### config.mk
export PLATFORM = sky130hd
export DESIGN_NAME = muldiv_unit_flat
export DESIGN_NICKNAME = d
export VERILOG_FILES = /design/src/rtl/muldiv_unit_if.sv /design/src/rtl/muldiv_unit.sv /design/src/flat_wrapper.sv
export SDC_FILE = /design/constraint.sdc
export NUM_CORES = 1
export LEC_CHECK = 0
export BUFFER_PORTS_ARGS = -buffer_cell sky130_fd_sc_hd__buf_2
export CAP_MARGIN = 10
export CORE_MARGIN = 3
export CORE_UTILIZATION = 32
export CTS_BUF_LIST = sky130_fd_sc_hd__clkbuf_16
export DETAILED_ROUTE_END_ITERATION = 8
export GPL_ROUTABILITY_DRIVEN = 1
export PLACE_DENSITY = 0.49
export SLEW_MARGIN = 20
export SYNTH_ARGS = -nofsm -noshare
export SYNTH_HDL_FRONTEND = slang
export SYNTH_SLANG_ARGS = --single-unit
### constraint.sdc
create_clock -name clk -period 5.95 [get_ports clk]
set_clock_uncertainty 0.05 [all_clocks]
set_input_delay 0.8925 -clock clk [delete_from_list [all_inputs] [get_ports clk]]
set_output_delay 0.8925 -clock clk [all_outputs]
set_load 0.05 [all_outputs]
### src/rtl/muldiv_unit_if.sv
// rtl/muldiv_unit_if.sv - start/busy/done request and result bundle for muldiv_unit
interface muldiv_unit_if #(
    parameter int XLEN = 32
);
    logic            start;
    logic [2:0]      op;
    logic [XLEN-1:0] a;
    logic [XLEN-1:0] b;
    logic            flush;
    logic            busy;
    logic            done;
    logic [XLEN-1:0] result;

    modport master (
        output start, op, a, b, flush,
        input  busy, done, result
    );

    modport slave (
        input  start, op, a, b, flush,
        output busy, done, result
    );
endinterface

### src/rtl/muldiv_unit.sv
// rtl/muldiv_unit.sv - iterative RV32M multiply/divide unit; MULDIV_FAST_SPECIAL_EN enables early-out corner cases
module muldiv_unit #(
    parameter int XLEN = 32
) (
    input  logic          clk,
    input  logic          resetn,
    muldiv_unit_if.slave  bus
);
    localparam int CW = $clog2(XLEN);

    localparam logic [1:0] S_IDLE = 2'd0;
    localparam logic [1:0] S_CALC = 2'd1;
    localparam logic [1:0] S_DONE = 2'd2;

    localparam logic [XLEN-1:0] MOST_NEG = {1'b1, {(XLEN-1){1'b0}}};

    logic [1:0]      state;
    logic [CW-1:0]   cnt;
    logic [2:0]      op_q;
    logic [XLEN-1:0] mcand;
    logic [XLEN-1:0] hi;
    logic [XLEN-1:0] lo;
    logic            neg_q;
    logic            spec_q;
    logic [XLEN-1:0] spec_val;
    logic [XLEN-1:0] result_q;

    logic            is_div;
    logic            a_sgn;
    logic            b_sgn;
    logic            a_neg;
    logic            b_neg;
    logic [XLEN-1:0] a_mag;
    logic [XLEN-1:0] b_mag;
    logic            neg_now;
    logic            spec_now;
    logic [XLEN-1:0] spec_now_val;
    logic            accept;

    // Operand decode at the start-sampling edge
    always_comb begin
        is_div   = bus.op[2];
        a_sgn    = (bus.op != 3'b011) && (bus.op != 3'b101) && (bus.op != 3'b111);
        b_sgn    = (bus.op[1:0] == 2'b00) || (bus.op == 3'b001) || (bus.op == 3'b110);
        a_neg    = a_sgn && bus.a[XLEN-1];
        b_neg    = b_sgn && bus.b[XLEN-1];
        a_mag    = a_neg ? -bus.a : bus.a;
        b_mag    = b_neg ? -bus.b : bus.b;
        neg_now  = (is_div && bus.op[1]) ? a_neg : (a_neg ^ b_neg);
        spec_now = 1'b0;
        spec_now_val = '0;
        if (is_div && (bus.b == '0)) begin
            spec_now     = 1'b1;
            spec_now_val = bus.op[1] ? bus.a : '1;
        end else if (is_div && !bus.op[0] && (bus.a == MOST_NEG) && (bus.b == '1)) begin
            spec_now     = 1'b1;
            spec_now_val = bus.op[1] ? '0 : bus.a;
        end
`ifdef MULDIV_FAST_SPECIAL_EN
        else if (!is_div && (bus.b == '0)) begin
            spec_now     = 1'b1;
            spec_now_val = '0;
        end
`endif
        accept = bus.start && !((state == S_IDLE) && bus.flush);
    end

    logic [XLEN:0]     sum;
    logic [XLEN:0]     part;
    logic [XLEN:0]     diff;
    logic [XLEN-1:0]   hi_nx;
    logic [XLEN-1:0]   lo_nx;
    logic [2*XLEN-1:0] full;
    logic [2*XLEN-1:0] prod;
    logic [XLEN-1:0]   dval;
    logic [XLEN-1:0]   fin;

    // One shift-add or restoring-divide step; {hi,lo} is product or {remainder,quotient}
    always_comb begin
        sum   = '0;
        part  = {hi, lo[XLEN-1]};
        diff  = part - {1'b0, mcand};
        hi_nx = hi;
        lo_nx = lo;
        if (!op_q[2]) begin
            sum            = {1'b0, hi} + (lo[0] ? {1'b0, mcand} : '0);
            {hi_nx, lo_nx} = {sum, lo[XLEN-1:1]};
        end else if (part >= {1'b0, mcand}) begin
            hi_nx = diff[XLEN-1:0];
            lo_nx = {lo[XLEN-2:0], 1'b1};
        end else begin
            hi_nx = part[XLEN-1:0];
            lo_nx = {lo[XLEN-2:0], 1'b0};
        end

        full = {hi_nx, lo_nx};
        prod = neg_q ? -full : full;
        dval = op_q[1] ? hi_nx : lo_nx;
        if (spec_q) begin
            fin = spec_val;
        end else if (!op_q[2]) begin
            fin = (op_q[1:0] == 2'b00) ? prod[XLEN-1:0] : prod[2*XLEN-1:XLEN];
        end else begin
            fin = neg_q ? -dval : dval;
        end
    end

    always_ff @(posedge clk or negedge resetn) begin
        if (!resetn) begin
            state    <= S_IDLE;
            cnt      <= '0;
            op_q     <= '0;
            mcand    <= '0;
            hi       <= '0;
            lo       <= '0;
            neg_q    <= 1'b0;
            spec_q   <= 1'b0;
            spec_val <= '0;
            result_q <= '0;
        end else begin
            case (state)
                S_CALC: begin
                    if (bus.flush) begin
                        state <= S_IDLE;
                    end else begin
                        hi  <= hi_nx;
                        lo  <= lo_nx;
                        cnt <= cnt + CW'(1);
                        if (cnt == CW'(XLEN - 1)) begin
                            state    <= S_DONE;
                            result_q <= fin;
                        end
                    end
                end
                default: begin
                    if (accept) begin
                        op_q     <= bus.op;
                        mcand    <= is_div ? b_mag : a_mag;
                        hi       <= '0;
                        lo       <= is_div ? a_mag : b_mag;
                        neg_q    <= neg_now;
                        spec_q   <= spec_now;
                        spec_val <= spec_now_val;
                        cnt      <= '0;
                        state    <= S_CALC;
`ifdef MULDIV_FAST_SPECIAL_EN
                        if (spec_now) begin
                            state    <= S_DONE;
                            result_q <= spec_now_val;
                        end
`endif
                    end else begin
                        state <= S_IDLE;
                    end
                end
            endcase
        end
    end

    assign bus.busy   = (state == S_CALC);
    assign bus.done   = (state == S_DONE);
    assign bus.result = result_q;
endmodule

### src/flat_wrapper.sv
// flat-port wrapper written by rule: the top's interface ports become plain ports
module muldiv_unit_flat 
#(
    parameter int XLEN = 32
)
  (clk, resetn, bus_start, bus_op, bus_a, bus_b, bus_flush, bus_busy, bus_done, bus_result);
  muldiv_unit_if #(.XLEN(XLEN)) bus_i ();
  input  logic clk;
  input  logic resetn;
  input wire logic [$bits(bus_i.start)-1:0] bus_start;
  input wire logic [$bits(bus_i.op)-1:0] bus_op;
  input wire logic [$bits(bus_i.a)-1:0] bus_a;
  input wire logic [$bits(bus_i.b)-1:0] bus_b;
  input wire logic [$bits(bus_i.flush)-1:0] bus_flush;
  output wire logic [$bits(bus_i.busy)-1:0] bus_busy;
  output wire logic [$bits(bus_i.done)-1:0] bus_done;
  output wire logic [$bits(bus_i.result)-1:0] bus_result;
  assign bus_i.start = bus_start;
  assign bus_i.op = bus_op;
  assign bus_i.a = bus_a;
  assign bus_i.b = bus_b;
  assign bus_i.flush = bus_flush;
  assign bus_busy = bus_i.busy;
  assign bus_done = bus_i.done;
  assign bus_result = bus_i.result;
  muldiv_unit #(.XLEN(XLEN)) u_core (.clk(clk), .resetn(resetn), .bus(bus_i));
endmodule
; ---- Word-level counts from Yosys, hierarchy flattened
; Index checks and enable logic that the tools add are counted.
[totals]
out_inout_bits = 34
register_bits = 172
[classes]
magnitude_cmp = 1
muxes = 35
n_eq_ne = 12
n_addsub = 7
reduce_logical = 23
n_bitwise = 3
[op_table]
columns = operator, n
row1 = two-way mux 32 bit, 23
row2 = negation 32 bit, 3
row3 = "== test 32 bit, second input constant", 2
row4 = two-way mux 64 bit, 1
row5 = negation 64 bit, 1
row6 = adder 32 x 32 -> 33 bit, 1
row7 = greater-or-equal comparator 33 x 32 -> 1 bit, 1
row8 = logical NOT 32 bit, 1
row9 = subtractor 32 bit, 1
row10 = two-way mux 5 bit, 3
row11 = logical AND 1 bit, 11
row12 = logical NOT 2 bit, 3
row13 = two-way mux 2 bit, 3
row14 = "inequality test 3 x 2 -> 1 bit, second input constant", 2
row15 = "inequality test 3 bit, second input constant", 2
row16 = "adder 5 x 1 -> 5 bit, second input constant", 1
row17 = "== test 5 bit, second input constant", 1
row18 = two-way mux 1 bit, 5
row19 = AND reduction 2 bit, 2
row20 = "== test 3 x 1 -> 1 bit, second input constant", 1
row21 = "== test 3 bit, second input constant", 1
row22 = AND reduction 3 bit, 1
row23 = "== test 2 x 1 -> 1 bit, second input constant", 1
row24 = "== test 2 bit, second input constant", 1
row25 = other kinds (6), 9

; ---- Depth between registers and ports, before layout
[depth]
depth_word = 8
ltp_mapped = 23

; ---- Worst setup path before layout
; Ideal clock, no wire load.
[synth_path]
path_kind = reg-to-reg
from = register u_core.hi[9]
to = register u_core.result_q[24], in the netlist u_core.bus.result[24]
required_time_ns = 5.768
stages_incl_launch_ff = 22
path_slack_ns = 0.430
period_less_slack_ns = 5.520
t_arrival_ns = 5.338
path_buffers = 2
path_cell_list = dfrtp_1 > ha_1 > buf_6 > and4_4 > and2_0 > a22o_1 > o311ai_4 > clkbuf_1 > a31o_2 > ha_1 > o2111ai_1 > nor3_1 > nor2b_1 > nor2b_1 > nand4_1 > a211oi_1 > nand3_1 > or3_1 > o21ai_1 > xor2_1 > a221oi_1 > a21oi_1
[synth_via]
elab_chain_cells = 8
[synth_lines]
columns = element, line_no
row1 = "start, declared", muldiv_unit.sv:21  ; logic [XLEN-1:0] hi;
row2 = "start signal, assigned", muldiv_unit.sv:126  ; hi <= hi_nx;
row3 = subtractor 32 bit / greater-or-equal comparator 33 x 32 -> 1 bit (equally long branches), "muldiv_unit.sv:82, muldiv_unit.sv:88"
row4 = two-way mux 32 bit / two-way mux 1 bit (equally long branches), muldiv_unit.sv:88  ; end else if (part >= {1'b0, mcand}) begin
row5 = two-way mux 32 bit, muldiv_unit.sv:85  ; if (!op_q[2]) begin
row6 = negation 64 bit / two-way mux 32 bit (equally long branches), "muldiv_unit.sv:97, muldiv_unit.sv:98"
row7 = two-way mux 64 bit / negation 32 bit (equally long branches), "muldiv_unit.sv:97, muldiv_unit.sv:104"
row8 = "two-way mux 32 bit, on equally long branches", "muldiv_unit.sv:102, muldiv_unit.sv:104"
row9 = two-way mux 32 bit (*), muldiv_unit.sv:101  ; end else if (!op_q[2]) begin
row10 = two-way mux 32 bit (*), muldiv_unit.sv:99  ; if (spec_q) begin
row11 = "end signal, assigned", muldiv_unit.sv:131  ; result_q <= fin;
row12 = "end, declared", muldiv_unit.sv:26  ; logic [XLEN-1:0] result_q;
; Every way passes the cells marked *; elsewhere a longest branch is shown, timed or not.
; A chain may end at the register's enable or synchronous reset.

; ---- Worst setup path after layout
[layout_path]
from = register u_core.lo[0]
to = register u_core.result_q[29], in the netlist u_core.bus.result[29]
[layout_via]
elab_chain_cells = 8
[layout_lines]
columns = element, line_no
row1 = "start, declared", muldiv_unit.sv:22  ; logic [XLEN-1:0] lo;
row2 = "start signal, assigned", muldiv_unit.sv:127  ; lo <= lo_nx;
row3 = "start signal, assigned", muldiv_unit.sv:140  ; lo <= is_div ? a_mag : b_mag;
row4 = two-way mux 32 bit, muldiv_unit.sv:86  ; sum = {1'b0, hi} + (lo[0] ? {1'b0, mcand} : '0);
row5 = adder 32 x 32 -> 33 bit, muldiv_unit.sv:86
row6 = two-way mux 32 bit, muldiv_unit.sv:85
row7 = negation 64 bit / two-way mux 32 bit (equally long branches), "muldiv_unit.sv:97, muldiv_unit.sv:98"
row8 = two-way mux 64 bit / negation 32 bit (equally long branches), "muldiv_unit.sv:97, muldiv_unit.sv:104"
row9 = "two-way mux 32 bit, on equally long branches", "muldiv_unit.sv:102, muldiv_unit.sv:104"
row10 = two-way mux 32 bit (*), muldiv_unit.sv:101
row11 = two-way mux 32 bit (*), muldiv_unit.sv:99
; Marks and branches as above.

==> impl_results.md <==
* Compound-Gate Fraction of Synth Area at 29.5%
* Post-Synth Simple-Gate Area at 24.4%
* Top FF cell, synth: dfrtp_1
* Register area share after synthesis at 23.5%
* Die area at roughly 60,000 um^2
* FF-to-FF path depth at 17
* R2R Setup Slk at 0.23 ns
* Synth async-reset ratio at 100%
* Top cells by area, synth: dfrtp_1 23%, o21ai_0 7.0%, nand2_1 6.5%, a21oi_1 5.1%, ha_1 4.8%
* R2R Path Start: u_core.lo[0]
* Hold Vio Cnt, Final at 0
* Number of max-cap violations at 0
* Adder-cell share of the synthesized area at 5.07%
* Ys Warns at 0
* Area share of the largest cell type after synthesis at 23.5%
* Critical Path Start Type: flip-flop
* TritonCTS clock tree: built
* FMAX at 175 MHz
* Starting Density at 32.4%
* Inserted Clock Buffers at 17
* Status: finished clean
* WP data arrival at 6.01 ns
* Die W at 245 um
* CTS H-tree depth at 4
* Sink Count at roughly 170
* Proportion of synthesized area in mux cells at ~4.6%
* Hold/Removal Path Class: input port to asynchronous set/reset pin
* NumNets Final at 2,720
* Core area at roughly 56,000 um^2
* Routed length per placed instance at 27.5 um
* Maximum number of pins on one net before global-route repair at 93
* Antenna violations before repair at 3
* Vias in the first global route at 19.7k
* Die H at 245 um
* Synthesized area per cell at 7.29 um^2
* # rows at just under 90
* Post-synth EDFFs at 0
* Final HPWL DP at 72.3 mm
* Slowest stage cell, crit path: a2111oi_0
* Cell variety after synth at 94
* Final Hold Slack at 0.343 ns
* Final wirelength at 92.0 mm
* Pwr dens at 526 nW/um^2
* Mapped Nets at 2,656
* DRC Markers at 0
* Fin. max-slew vios at 0
* Post-synth top area cell: dfrtp_1
* Most frequent CP cell: buf_4
* First-pass GRT wire length at 134 mm
* Synth cell count leaders: 317 x nand2_1, 255 x o21ai_0, 217 x nor2_1
* Number of buffers and inverters on the critical path at 2
* Worst skew pair latency at 0.51 ns
* Pleak at 8.56 nW
* Type of the worst setup path: flip-flop to flip-flop
* GRT busiest layer: met2
* Initial DRC count at between 2k and 2.5k
* Mapped cell area at 18,300 um^2
* Worst-path clk slew at 0.07 ns
* Final setup viols at 0
* Peak VDD IR at 0.295 mV
* Layout area overhead at 12.4%
* End of the worst register-to-register path: u_core.bus.result[29]
* Total Power at 10.8 mW
* Most frequent cell after synthesis: nand2_1
* Clock tree buffer depth at 2
* Port Buffers at 104
* Crit path max-delay family: compound AO/OA/AOI/OAI gates
* Crit path largest cell delay at 0.77 ns
* CTS root buf: clkbuf_16
* GR Util met3 at 4.83%
* XOR/XNOR Fraction of Synth Area at 7.32%
* Post-CTS Hold Buffers at 0
* Synthesized flop and latch total at between 150 and 200
* Worst-Margin Slew at about 1.1 ns
* GRT Util Overall at 30.2%
* Critical-path cell list: buf_4, buf_4, and2_1, ha_1, a211o_1, a31oi_1, o221ai_1, o211ai_1, a21oi_1, or3b_2, o32ai_2, nand3_1, nor3_1, a41o_1, xor2_1, a2111oi_0, a211oi_1
* CP required at ~6.2 ns
* Crit. End Element: flip-flop
* Min Clock Period, post-route at ~5.7 ns
* 1st-pass router iterations at 6
* Met2 GRT Util at 48.8%
* DR vias at 20.6k
* Cells after synthesis at 2,512
* Largest family of logic cells by synthesized area: compound AO/OA/AOI/OAI gates
* Relative slew slack at 26.8%
* FILL cells at roughly 6.1k
* Post-route ant nets at 0
* Boundary Pins at 105
* Gr ovfl total at 0
* Period utilization at 96.1%
* Setup repair after global routing missed its margin: false
* Fraction of layout cells with a size suffix above 1 at 12.7%
* Vias/cell at 6.17
* Critical path peak fanout at 19
* M1 GR Usage at 39.9%
* Routability cong. at between 1 and 1.5
where the power goes:
part / switching (mW) / total (mW) / internal (mW)
Clock: 0.592 / 1.17 / 0.575
Sequential: 0.390 / 1.80 / 1.41
Combinational: 5.12 / 7.86 / 2.75
Total: 6.10 / 10.8 / 4.73
final cells by class:
cell class              instances  area (um^2)  share of cell area [%]
clock inverters                15          124                   0.601
well taps                     756          946                    4.59
inverters                      85          319                    1.55
multi-input cells            2085        13100                    63.5
diodes                          1         2.50                  0.0121
clock buffers                  17          425                    2.07
flip-flops and latches        172         4310                    20.9
repair buffers                215         1390                    6.74
what timing repair did:
item                       in CTS  in global routing
resized for setup               1                 12
pin swaps                       0                  1
buffers inserted                0                  1
setup endpoints to repair       1                 12
worst max path at each step:
| stage | start | endpoint | slack [ns] | cells after the start |
|---|---|---|---|---|
| after floorplan | u_core.hi[9] | u_core.bus.result[24] | 0.43 | 21 |
| after global placement | u_core.lo[0] | u_core.bus.result[31] | -0.009 | 18 |
| after detailed placement | u_core.hi[29] | u_core.bus.result[24] | -0.01 | 19 |
| after CTS | u_core.lo[0] | u_core.bus.result[31] | 0.03 | 18 |
| after global routing | u_core.lo[0] | u_core.bus.result[29] | 0.02 | 17 |
| final | u_core.lo[0] | u_core.bus.result[29] | 0.23 | 17 |
sequential cells by signal (all words and copies together), names as in the netlist:
signal and cells:
u_core.bus.result 32, u_core.mcand 32, u_core.neg_q 1, u_core.state 2
u_core.spec_val 32, u_core.cnt 5, u_core.lo 32, u_core.op_q 3
u_core.hi 32, u_core.spec_q 1
metal layers:
layer  share of wire, %  vias up  wire (um)
li1                   -     9351          -
met1                 42    10161      39000
met2                 46      968      42300
met3                7.2      160       6610
met4                4.4        2       4000
met5              0.014        -         13
cells in the final DEF, fill, tap and decap left out, types with 40 or more instances in the layout:
cell	n
dfrtp_1	168
nand3_1	93
buf_2	103
mux2i_1	59
and2_1	50
o21ai_0	254
xor2_1	65
nand2_1	316
nor2_1	213
nor3_1	72
xnor2_1	88
ha_1	71
a21oi_1	186
a31oi_1	40
buf_4	109
inv_1	84
cells by family after synthesis:
kind of cell             after synthesis
AO/OA/AOI/OAI                        837
XOR/XNOR                             153
adder cells (fa/ha/maj)               73
buffers and inverters                255
flip-flops                           172
multiplexers                          77
AND/OR/NAND/NOR                      945
through the flow:
step / instance area, um^2 / instances / utilization, % / worst slack, ns / setup TNS [ns]
3_3_place_gp: 20000 / 3312 / 35.4 / -0.00903 / -0.00903
5_1_grt: 20600 / 3345 / 36.5 / 0.0166 / 0
2_1_floorplan: 18300 / 2512 / - / 0.430 / 0
4_1_cts: 20500 / 3344 / 36.4 / 0.0279 / 0
6_report: 20600 / 3346 / 36.5 / 0.234 / 0
3_5_place_dp: 20000 / 3312 / 35.4 / -0.0141 / -0.0141
(Power assumes the default switching activity.)
